$ cat src/rtl/uart_mmio_ctrl.sv
// UART controller on the core data bus.
// TX FIFO + 8N1 shifter, RX holding register, CTRL/STATUS words.
module uart_mmio_ctrl #(
  parameter int BAUD_DIV = 434,
  parameter int TX_DEPTH = 4
) (
  input  logic        clk,
  input  logic        reset,
  input  logic        we,
  input  logic        re,
  input  logic [3:0]  addr,
  input  logic [31:0] wdata,
  output logic [31:0] rdata,
  input  logic        uart_rx,
  output logic        uart_tx
);

  localparam int AW = $clog2(TX_DEPTH);
  localparam int CW = $clog2(BAUD_DIV);
  localparam logic [CW-1:0] FULL_LIM = CW'(BAUD_DIV - 1);
  localparam logic [CW-1:0] HALF_LIM = CW'(BAUD_DIV / 2 - 1);

  typedef enum logic [1:0] {IDLE, START, DATA, STOP} st_t;

  logic [7:0]    mem [TX_DEPTH];
  logic [AW-1:0] wptr, rptr;
  logic [AW:0]   count;
  logic          tx_full, tx_empty, push, tx_pop;
  logic [1:0]    ctrl;
  logic          tx_en, rx_en;

  st_t           tx_st, tx_nx;
  logic [CW-1:0] tx_cnt;
  logic [2:0]    tx_bit;
  logic [7:0]    tx_sh;
  logic          tx_tick, tx_busy;

  st_t           rx_st, rx_nx;
  logic [CW-1:0] rx_cnt, rx_lim;
  logic [2:0]    rx_bit;
  logic [7:0]    rx_sh;
  logic          rx_s1, rx_s2, rx_s3;
  logic          rx_tick, rx_fall, rx_deliver;
  logic [7:0]    rx_byte;
  logic          rx_valid, rx_overrun, rd_rx;

  logic unused_bits;
  assign unused_bits = ^{wdata[31:8], addr[1:0]};

  assign tx_en    = ctrl[0];
  assign rx_en    = ctrl[1];
  assign tx_full  = count == (AW+1)'(TX_DEPTH);
  assign tx_empty = count == '0;
  assign push     = we && addr[3:2] == 2'd0 && !tx_full;
  assign rd_rx    = re && addr[3:2] == 2'd1;
  assign tx_tick  = tx_cnt == FULL_LIM;
  assign tx_busy  = tx_st != IDLE;
  assign rx_fall  = rx_s3 && !rx_s2;
  assign rx_lim   = (rx_st == START) ? HALF_LIM : FULL_LIM;
  assign rx_tick  = rx_cnt == rx_lim;

  // FIFO storage needs no reset; occupancy lives in the pointers
  always_ff @(posedge clk) begin
    if (push) mem[wptr] <= wdata[7:0];
  end

  // FIFO pointers and occupancy
  always_ff @(posedge clk or posedge reset) begin
    if (reset) begin
      wptr  <= '0;
      rptr  <= '0;
      count <= '0;
    end else begin
      if (push) wptr <= wptr + 1'b1;
      if (tx_pop) rptr <= rptr + 1'b1;
      count <= count + (AW+1)'(push) - (AW+1)'(tx_pop);
    end
  end

  // CTRL register
  always_ff @(posedge clk or posedge reset) begin
    if (reset) ctrl <= 2'b11;
    else if (we && addr[3:2] == 2'd3) ctrl <= wdata[1:0];
  end

  // TX state register
  always_ff @(posedge clk or posedge reset) begin
    if (reset) tx_st <= IDLE;
    else tx_st <= tx_nx;
  end

  // TX next state; tx_en only gates starting a new frame
  always_comb begin
    tx_nx  = tx_st;
    tx_pop = 1'b0;
    unique case (tx_st)
      IDLE: if (tx_en && !tx_empty) begin
        tx_pop = 1'b1;
        tx_nx  = START;
      end
      START: if (tx_tick) tx_nx = DATA;
      DATA: if (tx_tick && tx_bit == 3'd7) tx_nx = STOP;
      STOP: if (tx_tick) tx_nx = IDLE;
      default: tx_nx = IDLE;
    endcase
  end

  // TX bit timer and shifter
  always_ff @(posedge clk or posedge reset) begin
    if (reset) begin
      tx_cnt <= '0;
      tx_bit <= '0;
      tx_sh  <= '0;
    end else begin
      if (tx_st == IDLE || tx_tick) tx_cnt <= '0;
      else tx_cnt <= tx_cnt + 1'b1;
      if (tx_pop) tx_sh <= mem[rptr];
      if (tx_st == START && tx_tick) tx_bit <= '0;
      if (tx_st == DATA && tx_tick) begin
        tx_bit <= tx_bit + 1'b1;
        tx_sh  <= tx_sh >> 1;
      end
    end
  end

  // Line level decoded from registered state, so reset forces idle at once
  always_comb begin
    uart_tx = 1'b1;
    unique case (tx_st)
      START: uart_tx = 1'b0;
      DATA: uart_tx = tx_sh[0];
      default: uart_tx = 1'b1;
    endcase
  end

  // RX synchronizer plus one delay stage for edge detection
  always_ff @(posedge clk or posedge reset) begin
    if (reset) begin
      rx_s1 <= 1'b1;
      rx_s2 <= 1'b1;
      rx_s3 <= 1'b1;
    end else begin
      rx_s1 <= uart_rx;
      rx_s2 <= rx_s1;
      rx_s3 <= rx_s2;
    end
  end

  // RX state register
  always_ff @(posedge clk or posedge reset) begin
    if (reset) rx_st <= IDLE;
    else rx_st <= rx_nx;
  end

  // RX next state; dropping rx_en abandons any frame in flight
  always_comb begin
    rx_nx      = rx_st;
    rx_deliver = 1'b0;
    if (!rx_en) begin
      rx_nx = IDLE;
    end else begin
      unique case (rx_st)
        IDLE: if (rx_fall) rx_nx = START;
        START: if (rx_tick) rx_nx = rx_s2 ? IDLE : DATA;
        DATA: if (rx_tick && rx_bit == 3'd7) rx_nx = STOP;
        STOP: if (rx_tick) begin
          rx_nx      = IDLE;
          rx_deliver = rx_s2;
        end
        default: rx_nx = IDLE;
      endcase
    end
  end

  // RX sample timer and shifter, LSB arrives first
  always_ff @(posedge clk or posedge reset) begin
    if (reset) begin
      rx_cnt <= '0;
      rx_bit <= '0;
      rx_sh  <= '0;
    end else begin
      if (rx_st == IDLE || rx_tick) rx_cnt <= '0;
      else rx_cnt <= rx_cnt + 1'b1;
      if (rx_st == START && rx_tick) rx_bit <= '0;
      if (rx_st == DATA && rx_tick) begin
        rx_bit <= rx_bit + 1'b1;
        rx_sh  <= {rx_s2, rx_sh[7:1]};
      end
    end
  end

  // Holding register; a read in the delivery cycle makes room
  always_ff @(posedge clk or posedge reset) begin
    if (reset) begin
      rx_byte    <= '0;
      rx_valid   <= 1'b0;
      rx_overrun <= 1'b0;
    end else begin
      if (we && addr[3:2] == 2'd2 && wdata[4]) rx_overrun <= 1'b0;
      if (rx_deliver && (!rx_valid || rd_rx)) begin
        rx_byte  <= rx_sh;
        rx_valid <= 1'b1;
      end else begin
        if (rd_rx) rx_valid <= 1'b0;
        if (rx_deliver) rx_overrun <= 1'b1;
      end
    end
  end

  // Combinational read mux
  always_comb begin
    rdata = '0;
    unique case (addr[3:2])
      2'd1: rdata = {24'b0, rx_byte};
      2'd2: rdata = {27'b0, rx_overrun, rx_valid,
                     tx_busy, tx_full, tx_empty};
      2'd3: rdata = {30'b0, ctrl};
      default: rdata = '0;
    endcase
  end

endmodule

$ cat config.mk
export PLATFORM = sky130hd
export DESIGN_NAME = uart_mmio_ctrl
export DESIGN_NICKNAME = d
export VERILOG_FILES = /design/src/rtl/uart_mmio_ctrl.sv
export SDC_FILE = /design/constraint.sdc
export NUM_CORES = 1
export LEC_CHECK = 0
export ABC_AREA = 1
export BUFFER_PORTS_ARGS = -buffer_cell sky130_fd_sc_hd__buf_2
export CAP_MARGIN = 15
export CORE_MARGIN = 1
export CORE_UTILIZATION = 30
export DETAILED_ROUTE_END_ITERATION = 10
export GPL_TIMING_DRIVEN = 0
export PLACE_DENSITY = 0.55
export SLEW_MARGIN = 5
export SYNTH_ARGS = -nofsm -noshare
export SYNTH_HDL_FRONTEND = slang
export SYNTH_SLANG_ARGS = --single-unit
$ cat constraint.sdc
create_clock -name clk -period 4.65 [get_ports clk]
set_clock_uncertainty 0.1 [all_clocks]
set_input_delay 0.93 -clock clk [delete_from_list [all_inputs] [get_ports clk]]
set_output_delay 0.93 -clock clk [all_outputs]
set_load 0.1 [all_outputs]
==> results.md <==
Global route:
- The first-pass GRT wire length is 14900 um.
- Global routing used 11.6% of the available tracks.
- The maximum number of pins on one net before global-route repair is 67.
- The number of global-route vias before repair is 3134.
- The global-route congestion overflow total is 0.
- The number of antenna violations at the first check in global routing is 0.

Synthesis:
- The count of yosys warnings during synthesis is 0.
- Among all flip-flop cells after synthesis, the most frequent one is sky130_fd_sc_hd__dfrtp_1.
- The number of distinct library cells after synthesis is 40.
- The fraction of registers with async set/reset is 67.3%.
- Of all cell types, the one taking the most synthesized area is sky130_fd_sc_hd__dfrtp_1.
- The sequential element share of the synthesized area is 55.8%.
- The average size of a mapped cell is 9.97 sq um.
- The post-synthesis instance area is 4690 sq um.
- The share of Yosys cell area claimed by the top area cell type is 32.5%.
- By count the netlist is led by sky130_fd_sc_hd__nand2_1, sky130_fd_sc_hd__dfrtp_1, sky130_fd_sc_hd__nor2_1, sky130_fd_sc_hd__inv_1, sky130_fd_sc_hd__edfxtp_1.
- The most numerous cell in the Yosys netlist is sky130_fd_sc_hd__nand2_1.
- Yosys attributes the largest share of cell area to sky130_fd_sc_hd__dfrtp_1, sky130_fd_sc_hd__edfxtp_1, sky130_fd_sc_hd__nand2_1, sky130_fd_sc_hd__ha_1, sky130_fd_sc_hd__nor2_1.
- Counting flops and latches in the post-synthesis netlist gives 98.
- The number of enable-type register cells in the synthesized netlist is 32.
- Synthesis handed over a netlist of 471 instances.

Critical path:
- Data on the critical path is required at its endpoint by 3.62 ns.
- The nature of the critical path startpoint is an input pin.
- For the worst flop-to-flop path, the logic depth is 10.
- The launch instance of the worst register-to-register path is tx_st[0]$_DFFE_PP0P_.
- The setup check on the worst reg-to-reg path leaves a slack of 2.32 ns.
- The data arrival time of the critical path is 2.27 ns.
- STA classifies the critical path endpoint as a primary output.
- By startpoint and endpoint, the worst setup path is classified as in2out.
- Along the worst path, the maximum fanout reaches 10.
- The endpoint identified for the worst register-to-register timing path is count[1]$_DFF_PP0_.

Timing:
- The number of pins exceeding their max-slew limit in the final report came to 0.
- Measured against its own limit, the worst slew margin works out to 43.8%.
- The final number of setup-violating endpoints is 0.
- After layout, the minimum clock period comes to 3.30 ns.
- The transition time at the pin with the least slew margin is 0.840 ns.
- The number of hold violations in the final report is 0.
- On the final layout, the worst hold slack is 0.257 ns.
- The final sum of negative setup slack is 0 ns.
- The final period utilization is 70.9%.
- Setup repair after global routing left no endpoint under its margin.
- Timing would allow up to 303 MHz.

Min path:
- In this run the most critical hold path is launched from rx_s1$_DFF_PP1_.
- Counting instances, the worst hold path has a depth of 0.
- The worst-case hold path end point is rx_s2$_DFF_PP1_.
- The class of the worst hold path is reg2reg.

Clocking:
- The maximum buffer depth of the clock tree is 2.
- The number of buffers added by the clock tree synthesis step is 9.
- CTS saw 98 sinks.
- The clock transition time at the flip-flop clock pins of the worst setup and hold paths is 0.06 ns.
- The hold-fix buffer count after cts is 0.
- The level count of the clock H-tree is 3.
- The cell sitting at the root of the clock tree is a sky130_fd_sc_hd__clkbuf_16.
- The TritonCTS clock tree is done.
- The buffers inserted during post-CTS setup optimization is 0.
- The clock reaches the later pin of the worst-skew pair after 0.35 ns.
- Gates resized during post-CTS repair numbered 0.

Placement:
- The number of I/O port buffers is 23.
- In this run the cell area measured after placement is 5160 sq um.
- Including well taps, the total number of placed cells is 728.
- The weighted congestion at the end of routability-driven global placement is 0.755.
- Summed over all nets, the half-perimeter wirelength after detailed placement is 6150 um.

Cells and area:
- The net count reported at finish is 587.
- In the final layout, the share of cells above drive strength 1 is 19.7%.
- The non-filler instance count after layout is 745.
- The filler cells instantiated in the layout total 1513.
- The final design utilization is 35.9%.
- From synthesis to final layout, the design area changed by 16.6%.
- Once layout is done, the placed cells without fillers occupy 5480 sq um.

Floorplan:
- The top-level I/O count is 74.
- The chip width is 127 um.
- The effective utilization at floorplan is 30.8%.
- In this run the vertical extent of the chip is 127 um.
- The die covers 16200 sq um.
- The region available for standard cell placement spans 15300 sq um.
- The number of placement rows is 45.

Routing:
- The number of optimization iterations in the first detailed-route pass is 4.
- The number of antenna-violating nets in the routed design is 0.
- The initial detailed-routing violation count is 178.
- The via total after detailed routing is 3212.
- In the final routed layout, each cell accounts on average for 11.4 um.
- The post-detailed-route via-to-cell ratio is 4.31.
- Summed over all layers, the routed wires come to 8520 um.
- The number of remaining DRC errors is 0.

Power and ir drop:
- In this run the static leakage power is 2.48 nW.
- The largest vdd supply drop is 0.185 mV.
- Power spread over the standard cell area amounts to 498 nW/um^2.

Run status:
- The flow ran to the end, and the final reports show no timing, DRC or antenna violations.

Job:
- Max-cap violations in this run came to 0.
## kinds of logic after synthesis
family,share of synthesized area [%]
AO/OA/AOI/OAI,9.81
XOR/XNOR,1.12
adder cells (fa/ha/maj),4.96
buffers and inverters,9.17
flip-flops,55.8
multiplexers,0.240
other,0.0799
AND/OR/NAND/NOR,18.8
## per-stage QoR
step           setup WS (ns)  power [mW]
3_3_place_gp            1.12        1.94
3_5_place_dp            1.35        1.98
6_report                1.35        2.73
5_1_grt                 1.25        2.91
2_1_floorplan          0.112        1.79
4_1_cts                 1.35        2.76
## placed cells by master (no fill, tap or decap), types with 10 or more instances in the layout
cell,instances
sky130_fd_sc_hd__a21oi_1,12
sky130_fd_sc_hd__buf_2,24
sky130_fd_sc_hd__buf_4,24
sky130_fd_sc_hd__clkbuf_16,10
sky130_fd_sc_hd__conb_1,24
sky130_fd_sc_hd__dfrtp_1,61
sky130_fd_sc_hd__edfxtp_1,32
sky130_fd_sc_hd__ha_1,17
sky130_fd_sc_hd__inv_1,48
sky130_fd_sc_hd__nand2_1,81
sky130_fd_sc_hd__nand3_1,25
sky130_fd_sc_hd__nor2_1,50
sky130_fd_sc_hd__nor3_1,10
sky130_fd_sc_hd__o21ai_0,25
sky130_fd_sc_hd__o21ai_2,17
## worst max-delay path: stages
cell and delay, ns:
sky130_fd_sc_hd__buf_2 0.11, sky130_fd_sc_hd__clkbuf_1 0.21, sky130_fd_sc_hd__nor2_1 0.25, sky130_fd_sc_hd__inv_1 0.10
sky130_fd_sc_hd__o21ai_0 0.20, sky130_fd_sc_hd__buf_2 0.46
## worst max path at each step
stage	startpoint	end	slack, ns	cells after the start
floorplan	addr[2]	rdata[2]	0.11	4
global placement	reset	rx_cnt[7]$_DFF_PP0_	1.12	2
detailed placement	addr[2]	rdata[2]	1.35	6
CTS	addr[2]	rdata[2]	1.35	6
global route	addr[2]	rdata[2]	1.25	6
finish	addr[2]	rdata[2]	1.35	6
## metal layers
layer	up-vias	GRT usage (%)	part of all wire, %
met5	-	0	0
met3	12	2.72	4.0
li1	1621	-	-
met2	51	20.1	50
met4	0	4.20	1.2
met1	1528	14.2	45
## where the power goes
part	leakage, nW	switching (mW)	total [mW]	internal [mW]
sequential	1.15	0.102	1.13	1.03
combinational	1.18	0.576	0.824	0.248
clock	0.152	0.309	0.773	0.464
## cell type report
class / instances / area (sq um) / area share (%)
Inverter: 54 / 206 / 3.77
Clock inverter: 2 / 35.0 / 0.640
Tap cell: 211 / 264 / 4.82
Buffer: 32 / 226 / 4.14
Antenna cell: 1 / 2.50 / 0.0457
Clock buffer: 14 / 275 / 5.03
Multi-Input combinational cell: 310 / 1730 / 31.6
Timing Repair Buffer: 23 / 115 / 2.10
Sequential cell: 98 / 2620 / 47.8
## registers in the layout, summed over array words and instances, names as in the netlist
register	count
rx_s1	1
rx_overrun	1
rx_st	2
rx_sh	8
rx_s2	1
tx_st	2
rx_byte	8
rx_bit	3
rptr	2
rx_cnt	9
ctrl	2
wptr	2
count	3
tx_cnt	9
rx_s3	1
rx_valid	1
tx_bit	3
tx_sh	8
mem	32
Note: power is estimated with default switching activity, not from simulation.
